`src/rtl/fmap_stream_reader.sv`:
```
// fmap_stream_reader: reads one H x W single-channel feature-map plane from a
// synchronous-read activation SRAM and streams it out in raster order over a
// valid/ready interface. A 2-entry skid FIFO absorbs the 1-cycle read latency
// so backpressure never drops or duplicates a pixel; 1 pixel/cycle when
// out_ready stays high.
//
// Ports:
//   clk, rst          clock, asynchronous active-high reset
//   start             begin a frame (honoured only when idle)
//   cfg_img_h/w       plane height/width, latched at start
//   cfg_base_addr     word address of pixel (0,0), latched at start
//   mem_rd_en/addr    SRAM read strobe and address
//   mem_rd_data       SRAM read data, valid 1 cycle after mem_rd_en
//   out_valid/ready   pixel stream handshake
//   out_data          pixel value (head of skid FIFO)
//   out_last          marks the final pixel of the frame
//   busy              frame in progress (low in the done cycle)
//   done              single-cycle frame-completion pulse
module fmap_stream_reader #(
    parameter int unsigned DATA_W    = 8,
    parameter int unsigned MAX_IMG_W = 224,
    parameter int unsigned MAX_IMG_H = 224,
    parameter int unsigned ADDR_W    = 16
) (
    input  logic                          clk,
    input  logic                          rst,
    input  logic                          start,
    input  logic [$clog2(MAX_IMG_H)-1:0]  cfg_img_h,
    input  logic [$clog2(MAX_IMG_W)-1:0]  cfg_img_w,
    input  logic [ADDR_W-1:0]             cfg_base_addr,
    output logic                          mem_rd_en,
    output logic [ADDR_W-1:0]             mem_rd_addr,
    input  logic [DATA_W-1:0]             mem_rd_data,
    output logic                          out_valid,
    input  logic                          out_ready,
    output logic [DATA_W-1:0]             out_data,
    output logic                          out_last,
    output logic                          busy,
    output logic                          done
);

    localparam int unsigned H_W   = $clog2(MAX_IMG_H);
    localparam int unsigned W_W   = $clog2(MAX_IMG_W);
    localparam int unsigned CNT_W = H_W + W_W;

    typedef enum logic [1:0] {
        S_IDLE  = 2'd0,
        S_RUN   = 2'd1,
        S_DRAIN = 2'd2
    } state_t;

    state_t state_q, state_d;

    logic [CNT_W-1:0]  total_q;
    logic [CNT_W-1:0]  issued_q;
    logic [CNT_W-1:0]  popped_q;
    logic [ADDR_W-1:0] base_q;
    logic              inflight_q;
    logic              zero_done_q;

    logic [DATA_W-1:0] fifo_mem_q [0:1];
    logic              rd_ptr_q;
    logic              wr_ptr_q;
    logic [1:0]        count_q;

    logic       pop;
    logic       push;
    logic [2:0] occ;
    logic       issue;
    logic       start_frame;
    logic       start_zero;

    // Stream side: FIFO head drives the output; zero while empty.
    assign out_valid = (count_q != 2'd0);
    assign out_data  = out_valid ? fifo_mem_q[rd_ptr_q] : '0;
    assign out_last  = out_valid && (popped_q == total_q - CNT_W'(1));
    assign pop       = out_valid & out_ready;
    assign push      = inflight_q;

    // Credits: held + in-flight pixels after this cycle's pop must stay below 2.
    assign occ   = 3'(count_q) + 3'(inflight_q) - 3'(pop);
    assign issue = (state_q == S_RUN) && (issued_q < total_q) && (occ < 3'd2);

    // State register.
    always_ff @(posedge clk or posedge rst) begin
        if (rst) begin
            state_q <= S_IDLE;
        end else begin
            state_q <= state_d;
        end
    end

    // Next-state and read-port / status decode.
    always_comb begin
        state_d     = state_q;
        mem_rd_en   = 1'b0;
        mem_rd_addr = '0;
        busy        = 1'b0;
        done        = zero_done_q;
        start_frame = 1'b0;
        start_zero  = 1'b0;
        case (state_q)
            S_IDLE: begin
                if (start) begin
                    if ((cfg_img_h != '0) && (cfg_img_w != '0)) begin
                        start_frame = 1'b1;
                        state_d     = S_RUN;
                    end else begin
                        start_zero = 1'b1;
                    end
                end
            end
            S_RUN: begin
                busy = 1'b1;
                if (issue) begin
                    mem_rd_en   = 1'b1;
                    mem_rd_addr = base_q + ADDR_W'(issued_q);
                    if (issued_q == total_q - CNT_W'(1)) begin
                        state_d = S_DRAIN;
                    end
                end
            end
            S_DRAIN: begin
                if ((count_q == 2'd0) && !inflight_q) begin
                    done    = 1'b1;
                    state_d = S_IDLE;
                end else begin
                    busy = 1'b1;
                end
            end
            default: begin
                state_d = S_IDLE;
            end
        endcase
    end

    // Frame configuration and counters.
    always_ff @(posedge clk or posedge rst) begin
        if (rst) begin
            total_q     <= '0;
            issued_q    <= '0;
            popped_q    <= '0;
            base_q      <= '0;
            inflight_q  <= 1'b0;
            zero_done_q <= 1'b0;
        end else begin
            zero_done_q <= start_zero;
            inflight_q  <= mem_rd_en;
            if (start_frame) begin
                total_q  <= CNT_W'(cfg_img_h) * CNT_W'(cfg_img_w);
                base_q   <= cfg_base_addr;
                issued_q <= '0;
                popped_q <= '0;
            end else begin
                if (issue) begin
                    issued_q <= issued_q + CNT_W'(1);
                end
                if (pop) begin
                    popped_q <= popped_q + CNT_W'(1);
                end
            end
        end
    end

    // 2-entry skid FIFO; push is the read return one cycle after mem_rd_en.
    always_ff @(posedge clk or posedge rst) begin
        if (rst) begin
            fifo_mem_q[0] <= '0;
            fifo_mem_q[1] <= '0;
            rd_ptr_q      <= 1'b0;
            wr_ptr_q      <= 1'b0;
            count_q       <= 2'd0;
        end else begin
            if (push) begin
                fifo_mem_q[wr_ptr_q] <= mem_rd_data;
                wr_ptr_q             <= ~wr_ptr_q;
            end
            if (pop) begin
                rd_ptr_q <= ~rd_ptr_q;
            end
            case ({push, pop})
                2'b10:   count_q <= count_q + 2'd1;
                2'b01:   count_q <= count_q - 2'd1;
                default: count_q <= count_q;
            endcase
        end
    end

endmodule

```
`config.mk`:
```
export PLATFORM = sky130hd
export DESIGN_NAME = fmap_stream_reader
export DESIGN_NICKNAME = d
export VERILOG_FILES = /design/src/rtl/fmap_stream_reader.sv
export SDC_FILE = /design/constraint.sdc
export NUM_CORES = 1
export LEC_CHECK = 0
export ABC_AREA = 0
export CORE_MARGIN = 1.5
export CORE_UTILIZATION = 45
export CTS_CLUSTER_SIZE = 20
export DETAILED_ROUTE_END_ITERATION = 10
export GPL_TIMING_DRIVEN = 0
export SETUP_SLACK_MARGIN = 0.1
export SLEW_MARGIN = 10
export SYNTH_ARGS = -nofsm -noshare
export SYNTH_HDL_FRONTEND = slang
export SYNTH_SLANG_ARGS = --single-unit
```
`constraint.sdc`:
```
create_clock -name clk -period 5.4 [get_ports clk]
set_input_delay 0.81 -clock clk [delete_from_list [all_inputs] [get_ports clk]]
set_output_delay 0.81 -clock clk [all_outputs]
set_load 0.005 [all_outputs]
```
### Word level (Yosys, flattened, before mapping)

Cells that the tools add are included.

* output and inout port bits: 29
* RAM bits: 0
* ROM bits: 0
* latch bits: 0
* memories: 0
* word-level logic and storage cells: 90
* bits of input ports: 44
* bits in registers: 88

* mux-type cells: 32
* $lt $le $gt $ge: 5
* add/subtract/negate cells: 8
* div/mod/pow operators: 0
* shift-type cells: 0
* bitwise gates (word level): 5
* eq/ne operators: 11
* reductions and logical operators: 16
* multipliers: 1

Operator list (count)
* $mux 16: 6
* $mux 8: 5
* $add 16x1->16 const B: 2
* $eq 16x16->1: 2
* $add 16x16->16: 1
* $bwmux 16: 1
* $lt 16x16->1: 1
* $mul 8x8->16: 1
* $reduce_bool 8->1: 2
* $sub 16x1->16 const B: 1
* $mux 1: 11
* $mux 2: 5
* $demux 8 s1: 1
* $ne 2x2->1 const B: 4
* $reduce_bool 2->1: 4
* $logic_and 1x1->1: 6
* $pmux 2 s3: 1
* $reduce_and 5->1: 1
* $eq 2x1->1 const B: 2
* $eq 2x2->1 const B: 2
* $ge 2x2->1 const B: 2
* $logic_not 2->1: 2
* $not 1->2: 2
* $pmux 2 s2: 1
* other kinds (11): 12

### Logic depth before layout (Yosys ltp)

Gate-level depths: netlist (run 1).

* word-level depth: 7
* depth in mapped cells: 17
* mapped depth without buffers: 17

### Worst setup path before layout (run 1)

Ideal clock, no wire load.

* path kind: input-to-output
* start: input port out_ready
* end: output port mem_rd_addr[11]
* path buffers: 3
* slack: 0.672 ns
* stages on the path: 13
* required time: 4.590 ns
* arrival: 3.918 ns
* cells stage by stage: nor2b_1 clkbuf_1 ha_1 nand2b_1 fa_1 nand2_1 a2111oi_0 o211ai_1 nor3_1 nor2_1 clkbuf_1 buf_1 nor2_1

* cells in the longest elaborated chain, start to end: 6

Ends and longest elaborated chain
* start, declared: line 35 `input logic out_ready,`
* $and 1x1->1: line 77 `assign pop = out_valid & out_ready;`
* net pop: line 66 `logic pop;`
* $sub 3x1->3: line 81 `assign occ = 3'(count_q) + 3'(inflight_q) - 3'(pop);`
* $lt 3x2->1: line 82 `assign issue = (state_q == S_RUN) && (issued_q < total_q) && (occ < 3'd2);`
* $logic_and 1x1->1: line 82
* $mux 16: line 115 `if (issue) begin`
* $mux 16: line 102 `case (state_q)`
* end, declared: line 32 `output logic [ADDR_W-1:0] mem_rd_addr,`

The timed path passes the listed nets, and every way through them passes these cells.

### Worst setup path after layout (run 1)

* start: input port out_ready
* end: output port mem_rd_addr[8]

The elaborated chain is that of the path after synthesis.

==> results_dict.tcl, run 1 <==
set metrics [dict create \
    synth.most_common_cell "nand2_1" \
    worstPathCellList "clkdlybuf4s50_1 > nor2b_2 > clkbuf_8 > ha_1 > nand2b_1 > fa_1 > xor2_1 > a2111oi_4 > o211ai_1 > nor3_2 > nor2_4 > clkbuf_8 > buf_4 > nor2_1 > clkdlybuf4s50_1" \
    grt_max_degree 50 \
    dp_hpwl_um 15400 \
    grt_pass1_wl_um 32800 \
    max_freq_ghz 0.198 \
    ys_types 66 \
    worst_pin_slew_ns 0.689 \
    cp_top_family "buffers and inverters" \
    drive_gt1_share_pct 7.12 \
    cts_buffers 9 \
    powerDensity_mw_per_mm2 450 \
    status "completed" \
    hp-class "flop to flop" \
    hold_viol 0 \
    clk_pin_slew_ns 0.07 \
    synth_ff_type "dfrtp_1" \
    netlist.area_leader.share_pct 27.0 \
    slew_violations 0 \
    cp_max_fo 10 \
    cp-startpoint "out_ready" \
    r2r-start "count_q[0]$_DFFE_PP0P_" \
    postSynthAreaPerCell_um2 8.75 \
    path_buf_inv 5 \
    hold_ws_ns 0.482 \
    slew_headroom_pct 53.5 \
    grt.overflow.total 0 \
    cpMaxStageDelayCell "clkdlybuf4s50_1" \
    diodes 0 \
    antenna_found_initial 0 \
    die_w_um 138 \
    fp.dieH_um 138 \
    rows 49 \
    ios 73 \
    h-tree-depth 3 \
    final_area_mm2 0.00967 \
    syn_nets 1088 \
    cts_buffer_depth 2 \
    synthTopCellsByArea "dfrtp_1 (27%), ha_1 (12%), fa_1 (9.3%)" \
    start_util_pct 45.7 \
    synth_area_mm2 0.00815 \
    fin_skew_ns 0.00774 \
    fin_cells 1255 \
    synth_top_area_cell "dfrtp_1" \
    rsz0062_at_grt "yes" \
    power.leakage_nw 4.46 \
    finalCriticalPeriod_ns 5.06 \
    yosys_warnings 0 \
    cp-start-kind "input pin" \
    seq_area_frac_synth_pct 27.0 \
    total_power_mw 4.36 \
    setup_viol 0 \
    place.port_buffers 72 \
    drt_iter0_markers 326 \
    ir_worst_vdd_uv 274 \
    num_vias 6754 \
    finalSetupTns_ns 0 \
    syn_to_final_growth_pct 18.7 \
    insertion_delay_ns 0.35 \
    post-route-drc-count 0 \
    fin_util_pct 54.2 \
    place_area_mm2 0.00918 \
    die_area_mm2 0.0189 \
    drt_first_pass_iters 5 \
    dp.cells 1233 \
    track_usage_pct 22.2 \
    routed_wl_um 19600 \
    grt_pass1_vias 6521 \
    slowest_delay_ns 0.51 \
    antenna_left 0 \
    end_kind "output port" \
    hp-start "wr_ptr_q$_DFFE_PP0P_" \
    num-nets-final 1178 \
    period_share_pct 93.7 \
    ys_async_sr_fraction_pct 100 \
    cts_sinks 88 \
    final.setup.worst_slack_ns 0.339 \
    coreArea_mm2 0.0178 \
    wl_per_cell_um 15.6 \
    cts_tree "done" \
    synth_common_cells "nand2_1 (108), dfrtp_1 (88), inv_1 (78)" \
    root_buffer "clkbuf_16" \
    synth_edf_count 0 \
    whs_path_depth 1 \
    place_ws_ns -1.14 \
    ys_seq_elements 88 \
    gp_congestion 0.891 \
    cp.required_ns 4.59 \
    r2r_cells 15 \
    maxCapViolCount 0 \
    crit_arrival_ns 4.25 \
    synth_cells 931 \
    crit_type "input pin to output port" \
    routed_via_density 5.38 \
    cp.depth 15 \
]
-- path summary, 6_finish.rpt --
check                                      endpoint  slack, ns
hold reg to reg                wr_ptr_q$_DFFE_PP0P_       0.48
setup reg to reg           issued_q[14]$_DFFE_PP0P_       1.59
max in group asynchronous   popped_q[5]$_DFFE_PP0P_       3.87
setup / recovery                     mem_rd_addr[8]       0.34
hold / removal                 wr_ptr_q$_DFFE_PP0P_       0.48
min in group asynchronous   issued_q[7]$_DFFE_PP0P_       0.89
-- cell families after synthesis --
family / count (synthesis) / synth area share (%)
AOI/OAI and AO/OA: 141 / 11.4
adders and majority gates: 113 / 20.9
buffers and inverters: 112 / 5.33
and+or+nand+nor: 365 / 22.7
DFF: 88 / 27.0
muxes: 27 / 3.56
xor gates and xnor gates: 85 / 9.14
-- cells in the final DEF (no fill, tap or decap), types with 5 or more instances in the layout --
cell type | netlist | final
mux2_2 | 16 | 16
a21oi_1 | 38 | 38
nand4_1 | 19 | 19
or3_1 | 10 | 10
xnor2_1 | 36 | 36
or4_1 | 13 | 13
and2_1 | 56 | 56
buf_4 | 1 | 8
o21a_1 | 7 | 7
xor2_1 | 49 | 49
nor2b_1 | 6 | 5
a211oi_1 | 5 | 5
nor2_1 | 76 | 75
o211ai_1 | 7 | 7
clkbuf_1 | 27 | 25
inv_1 | 78 | 77
and3_1 | 5 | 5
clkdlybuf4s50_1 | 0 | 59
nand3_1 | 25 | 25
nand2_1 | 108 | 108
nand2b_1 | 5 | 5
fa_1 | 38 | 38
o31ai_1 | 9 | 9
dfrtp_1 | 88 | 88
a21o_1 | 6 | 6
dlymetal6s2s_1 | 0 | 13
o2111ai_1 | 5 | 5
nor4_1 | 9 | 9
clkbuf_16 | 0 | 9
o21ai_0 | 38 | 37
mux2i_1 | 11 | 11
ha_1 | 75 | 75
nor3_1 | 15 | 14
-- layer usage --
metal / GRT usage, % / wire length, um / vias to the layer above
met2: 37.6 / 9530 / 121
li1: - / - / 3369
met4: 7.43 / 353 / 0
met5: 0 / 0 / -
met3: 2.02 / 607 / 18
met1: 29.7 / 9070 / 3246
-- power by group --
part           internal (mW)  total, mW  switching (mW)
logic                   1.18       2.56            1.37
registers              0.876       1.06           0.187
clock network          0.457      0.736           0.279
-- registers in the layout, indices dropped and copies added, names as in the netlist --
signal       cells
base_q          16
fifo_mem_q      16
issued_q        16
popped_q        16
total_q         16
count_q          2
state_q          2
inflight_q       1
rd_ptr_q         1
wr_ptr_q         1
zero_done_q      1
-- worst reg2reg max path, cell delays in order (launching register included) --
cell and delay [ns]:
dfrtp_1 0.44, nor2_1 0.27, nor2b_2 0.08, clkbuf_8 0.14, ha_1 0.26, nand2b_1 0.15
fa_1 0.38, xor2_1 0.17, a2111oi_4 0.30, o21ai_1 0.13, a41oi_2 0.27, buf_4 0.16
buf_4 0.12, o211ai_1 0.24, or4_1 0.47, a21oi_1 0.14
-- repair_timing --
action	in CTS	in global routing
setup buffers	4	2
hold buffers	0	0
pin swaps	2	4
resized for setup	16	14
setup endpoints to repair	17	19
-- final cells by class --
cell class / instances / area (um^2)
Multi-Input combinational cell: 731 / 5550
Clock inverter: 7 / 125
Tap cell: 229 / 287
Clock buffer: 9 / 225
Fill cell: 1737 / 8170
Inverter: 79 / 299
Buffer: 33 / 161
Sequential cell: 88 / 2200
Timing Repair Buffer: 79 / 818
Power figures use the tool's default switching activity.
==> inputs of run 2 (changes only) <==
clock period = 5 ns   (was 5.4 ns; I/O delays follow)
==> run 2 against run 1 <==
Against the previous run:
- first-iteration DRC count grew 14%
- worst hold slack is essentially flat
- die area is the same
- non-clock buffer count grew 1
- highest routed layer unchanged
==> results_dict.tcl, run 2 (same netlist as run 1, synthesis figures left out) <==
set metrics [dict create \
    grt_max_degree 50 \
    worstPathCellList "clkdlybuf4s15_1 > and2_1 > fa_1 > fa_1 > inv_1 > fa_1 > fa_1 > inv_1 > ha_1 > o21a_1 > o31a_1 > o211ai_1 > a21oi_2 > nor3_2 > nor4_1 > a211o_1" \
    place_area_mm2 0.00918 \
    post-route-drc-count 0 \
    dp_hpwl_um 15400 \
    gp_congestion 0.891 \
    h-tree-depth 3 \
    fin_skew_ns 0.00624 \
    mostFrequentLayoutCell "nand2_1" \
    powerDensity_mw_per_mm2 489 \
    fin_cells 1256 \
    rsz0062_at_grt "yes" \
    hold_buffers 0 \
    cp_max_fo 9 \
    setup_viol 0 \
    status "completed" \
    maxCapViolCount 0 \
    rows 49 \
    place_ws_ns -1.42 \
    finalSetupTns_ns 0 \
    slew_violations 0 \
    clk_pin_slew_ns 0.07 \
    root_buffer "clkbuf_16" \
    hold_ws_ns 0.482 \
    cts_buffer_depth 2 \
    fillers 1730 \
    cts_sinks 88 \
    cts_tree "done" \
    crit_arrival_ns 4.95 \
    num_vias 6778 \
    final_area_mm2 0.00963 \
    dp.cells 1233 \
    diodes 0 \
    worst_pin_slew_ns 0.694 \
    insertion_delay_ns 0.35 \
    syn_to_final_growth_pct 18.2 \
    coreArea_mm2 0.0178 \
    cpMaxStageDelayCell "fa_1" \
    cp_common_cell "fa_1" \
    grt_pass1_vias 6529 \
    period_share_pct 94.2 \
    wl_per_cell_um 15.7 \
    drt_iter0_markers 372 \
    routed_via_density 5.40 \
    cp-endpoint "total_q[15]$_DFFE_PP0P_" \
    crit_type "input pin to flop" \
    drive_gt1_share_pct 8.47 \
    slew_headroom_pct 53.1 \
    die_w_um 138 \
    die_area_mm2 0.0189 \
    slowest_delay_ns 0.54 \
    cp.required_ns 5.24 \
    ios 73 \
    power.leakage_nw 4.50 \
    total_power_mw 4.71 \
    cts_buffers 9 \
    track_usage_pct 22.2 \
    grt.overflow.total 0 \
    r2r-start "count_q[1]$_DFFE_PP0P_" \
    start_util_pct 45.7 \
    cp-startpoint "cfg_img_w[4]" \
    num-nets-final 1179 \
    rrSetupSlack_ns 1.20 \
    final.setup.worst_slack_ns 0.292 \
    finalCriticalPeriod_ns 4.71 \
    place.port_buffers 72 \
    max_freq_ghz 0.212 \
    hp-class "flop to flop" \
    cp-start-kind "input pin" \
    hold_viol 0 \
    antenna_found_initial 0 \
    r2r_cells 15 \
    routed_wl_um 19700 \
    end_kind "flop" \
    fp.dieH_um 138 \
    fin_util_pct 54.0 \
    reg2reg_to "issued_q[12]$_DFFE_PP0P_" \
    antenna_left 0 \
    layout_common_cells "nand2_1 (108), dfrtp_1 (88), inv_1 (77), nor2_1 (75), ha_1 (75)" \
    ir_worst_vdd_uv 295 \
    grt_pass1_wl_um 32900 \
    drt_first_pass_iters 5 \
]
-- run 2: cell count changes in the layout (fill, tap and decap cells not counted), sizes merged --
cell           delta
clkdlybuf4s50    -17
dlygate4sd2      +13
clkbuf           +10
dlymetal6s2s      -8
clkdlybuf4s15     +3
-- run 2: worst min-delay path by stage --
stage,from,end,slack (ns),cells after the start
6_report,wr_ptr_q$_DFFE_PP0P_,wr_ptr_q$_DFFE_PP0P_,0.48,1
5_1_grt,base_q[0]$_DFFE_PP0P_,base_q[0]$_DFFE_PP0P_,0.51,2
4_1_cts,wr_ptr_q$_DFFE_PP0P_,wr_ptr_q$_DFFE_PP0P_,0.48,1
3_5_place_dp,base_q[4]$_DFFE_PP0P_,base_q[4]$_DFFE_PP0P_,0.47,2
3_3_place_gp,wr_ptr_q$_DFFE_PP0P_,wr_ptr_q$_DFFE_PP0P_,0.46,1
2_1_floorplan,base_q[0]$_DFFE_PP0P_,base_q[0]$_DFFE_PP0P_,0.45,2
-- run 2: area by class of cell --
class                           instances  area (um^2)  share of cell area (%)
Multi-Input combinational cell        731         5570                    57.9
Sequential cell                        88         2200                    22.9
Timing Repair Buffer                   80          748                    7.77
Inverter                               79          304                    3.16
Tap cell                              229          287                    2.98
Clock buffer                            9          225                    2.34
Buffer                                 33          165                    1.72
Clock inverter                          7          125                    1.30
-- run 2: layer usage --
layer | vias to the layer above | GRT usage (%) | share of wire [%]
met4 | 0 | 7.43 | 1.9
met2 | 124 | 37.4 | 48
met1 | 3259 | 30.0 | 47
met3 | 20 | 2.02 | 3.2
met5 | - | 0 | 0
li1 | 3375 | - | -
-- run 2: repair_timing --
| action | in CTS | in global routing |
|---|---|---|
| setup endpoints to repair | 22 | 9 |
| gates resized for setup | 48 | 29 |
| pin swaps | 4 | 2 |
| buffers inserted | 6 | 0 |
| gates cloned | 1 | 0 |
-- run 2: critical path: cells and delay by family --
| kind | cells | cell delay (ns) |
|---|---|---|
| adder cells (fa/ha/maj) | 5 | 2.32 |
| AND/OR/NAND/NOR | 3 | 0.54 |
| AO/OA/AOI/OAI | 5 | 0.95 |
| buffers and inverters | 3 | 0.39 |
-- run 2: report_power, final --
part	switching, mW	internal [mW]
sequential	0.202	0.946
clock	0.301	0.494
combinational	1.50	1.26
total	2.01	2.70
==> inputs of run 3 (changes only) <==
SETUP_SLACK_MARGIN = 0.2   (was 0.1)
==> run 3 against run 2 <==
Against the previous run:
- maximum frequency increased by 1.4%
- via count increased by 0.19%
- power increased by 2.1%
- setup slack improved by 0.063 ns
- die area unchanged
- register-to-register slack got worse by 0.06 ns
- non-clock buffer count increased by 3
- wire length increased by 0.71%
- critical path depth increased by 1
- global-route usage about the same
- worst hold slack got worse by 0.0023 ns
- critical endpoint unchanged
- largest power group unchanged
==> results_dict.tcl, run 3 (same netlist as run 1, synthesis figures left out) <==
set metrics [dict create \
    slowest_delay_ns 0.54 \
    fillers 1735 \
    dp_hpwl_um 15400 \
    path_buf_inv 4 \
    worst_pin_slew_ns 0.703 \
    routed_via_density 5.39 \
    cp_max_fo 9 \
    hp-start "wr_ptr_q$_DFFE_PP0P_" \
    hold_viol 0 \
    gp_congestion 0.891 \
    cp.required_ns 5.24 \
    slew_violations 0 \
    dp.cells 1233 \
    finalSetupTns_ns 0 \
    p_int_mw 2.76 \
    reg2reg_to "issued_q[14]$_DFFE_PP0P_" \
    cpMaxStageDelayCell "fa_1" \
    fin_util_pct 53.9 \
    ir_worst_vdd_uv 298 \
    r2r_cells 15 \
    end_kind "flop" \
    fp.dieH_um 138 \
    grt_pass1_vias 6528 \
    hp-class "flop to flop" \
    mostFrequentLayoutCell "nand2_1" \
    period_share_pct 92.9 \
    antenna_left 0 \
    whs_path_depth 1 \
    fin_skew_ns 0.00662 \
    root_buffer "clkbuf_16" \
    drt_iter0_markers 327 \
    place.port_buffers 72 \
    ios 73 \
    wl_per_cell_um 15.7 \
    cts_buffers 9 \
    max_freq_ghz 0.215 \
    grt.overflow.total 0 \
    rows 49 \
    antenna_found_initial 0 \
    min_to "wr_ptr_q$_DFFE_PP0P_" \
    crit_arrival_ns 4.88 \
    combPwrFrac_pct 59.5 \
    powerDensity_mw_per_mm2 500 \
    clockPowerShare_pct 16.6 \
    cp_common_cell "fa_1" \
    coreArea_mm2 0.0178 \
    cts_sinks 88 \
    drive_gt1_share_pct 10.8 \
    seq_power_share_pct 23.9 \
    syn_to_final_growth_pct 18.1 \
    slew_headroom_pct 53.1 \
    fin_cells 1259 \
    crit_type "input pin to flop" \
    die_w_um 138 \
    cp-startpoint "cfg_img_h[0]" \
    start_util_pct 45.7 \
    hold_buffers 0 \
    h-tree-depth 3 \
    clk_pin_slew_ns 0.07 \
    power.leakage_nw 4.45 \
    num-nets-final 1182 \
    diodes 0 \
    grt_max_degree 50 \
    routed_wl_um 19800 \
    cp-start-kind "input pin" \
    die_area_mm2 0.0189 \
    status "completed" \
    finalCriticalPeriod_ns 4.65 \
    cts_tree "done" \
    rrSetupSlack_ns 1.14 \
    rsz0062_at_grt "yes" \
    worstPathCellList "buf_2 > nand2_1 > fa_1 > fa_1 > inv_1 > fa_1 > inv_1 > fa_1 > inv_1 > ha_1 > o21a_1 > o31a_1 > o211ai_1 > a21oi_2 > nor3_2 > o211a_1 > a211o_1" \
    switchingPower_mw 2.05 \
    r2r-start "count_q[0]$_DFFE_PP0P_" \
    layout_common_cells "nand2_1 (107), dfrtp_1 (88), inv_1 (77), ha_1 (75), nor2_1 (73)" \
    track_usage_pct 22.2 \
    num_vias 6791 \
    setup_viol 0 \
    sw_frac_of_total_pct 42.6 \
    cp_top_family "adder cells" \
    drt_first_pass_iters 5 \
    insertion_delay_ns 0.35 \
    post-route-drc-count 0 \
    grt_pass1_wl_um 32900 \
    maxCapViolCount 0 \
    cts_buffer_depth 2 \
]
[run 3: repair_timing]
action,4_1_cts,5_1_grt
gates resized for setup,65,63
endpoints found under the setup margin,26,19
gates cloned,1,1
setup buffers,8,0
pin swaps,4,6
[run 3: through the flow]
step / cell area (um^2) / setup slack [ns] / power [mW] / hold slack [ns]
floorplan: 8150 / 0.392 / 2.98 / 0.450
global placement: 9150 / -1.41 / 3.79 / 0.464
detailed placement: 9180 / -1.42 / 3.82 / 0.468
CTS: 9660 / 0.208 / 4.79 / 0.484
global route: 9620 / 0.126 / 5.24 / 0.511
finish: 9620 / 0.355 / 4.81 / 0.480
[run 3: layout make-up]
type,instances,area (um^2),share of cell area (%)
multi-input combinational,731,5590,58.1
sequential,88,2200,22.9
timing repair buffer,83,712,7.40
inverter,79,307,3.19
tap,229,287,2.98
clock buffer,9,225,2.34
buffer,33,170,1.77
clock inverter,7,125,1.30
[run 3: worst max path at each step]
stage	end	depth (start not counted)
after CTS	total_q[15]$_DFFE_PP0P_	17
after detailed placement	mem_rd_addr[8]	15
final	total_q[15]$_DFFE_PP0P_	17
after global routing	total_q[15]$_DFFE_PP0P_	17
after floorplan	mem_rd_addr[11]	13
after global placement	mem_rd_addr[5]	15
[run 3: power groups by stage]
| stage | clock network [mW] | registers (mW) | logic [mW] |
|---|---|---|---|
| 5_1_grt | 0.843 | 1.18 | 3.22 |
| 2_1_floorplan | 0 | 1.10 | 1.88 |
| 3_3_place_gp | 0 | 1.15 | 2.64 |
| 6_report | 0.797 | 1.15 | 2.86 |
| 4_1_cts | 0.819 | 1.15 | 2.82 |
| 3_5_place_dp | 0 | 1.16 | 2.66 |
[run 3: per-layer routing]
layer | wire [um] | global-route usage [%] | vias to the layer above
met5 | 0 | 0 | -
met4 | 344 | 7.43 | 0
met3 | 498 | 2.02 | 18
met2 | 9610 | 37.6 | 120
met1 | 9370 | 29.9 | 3272
li1 | - | - | 3381
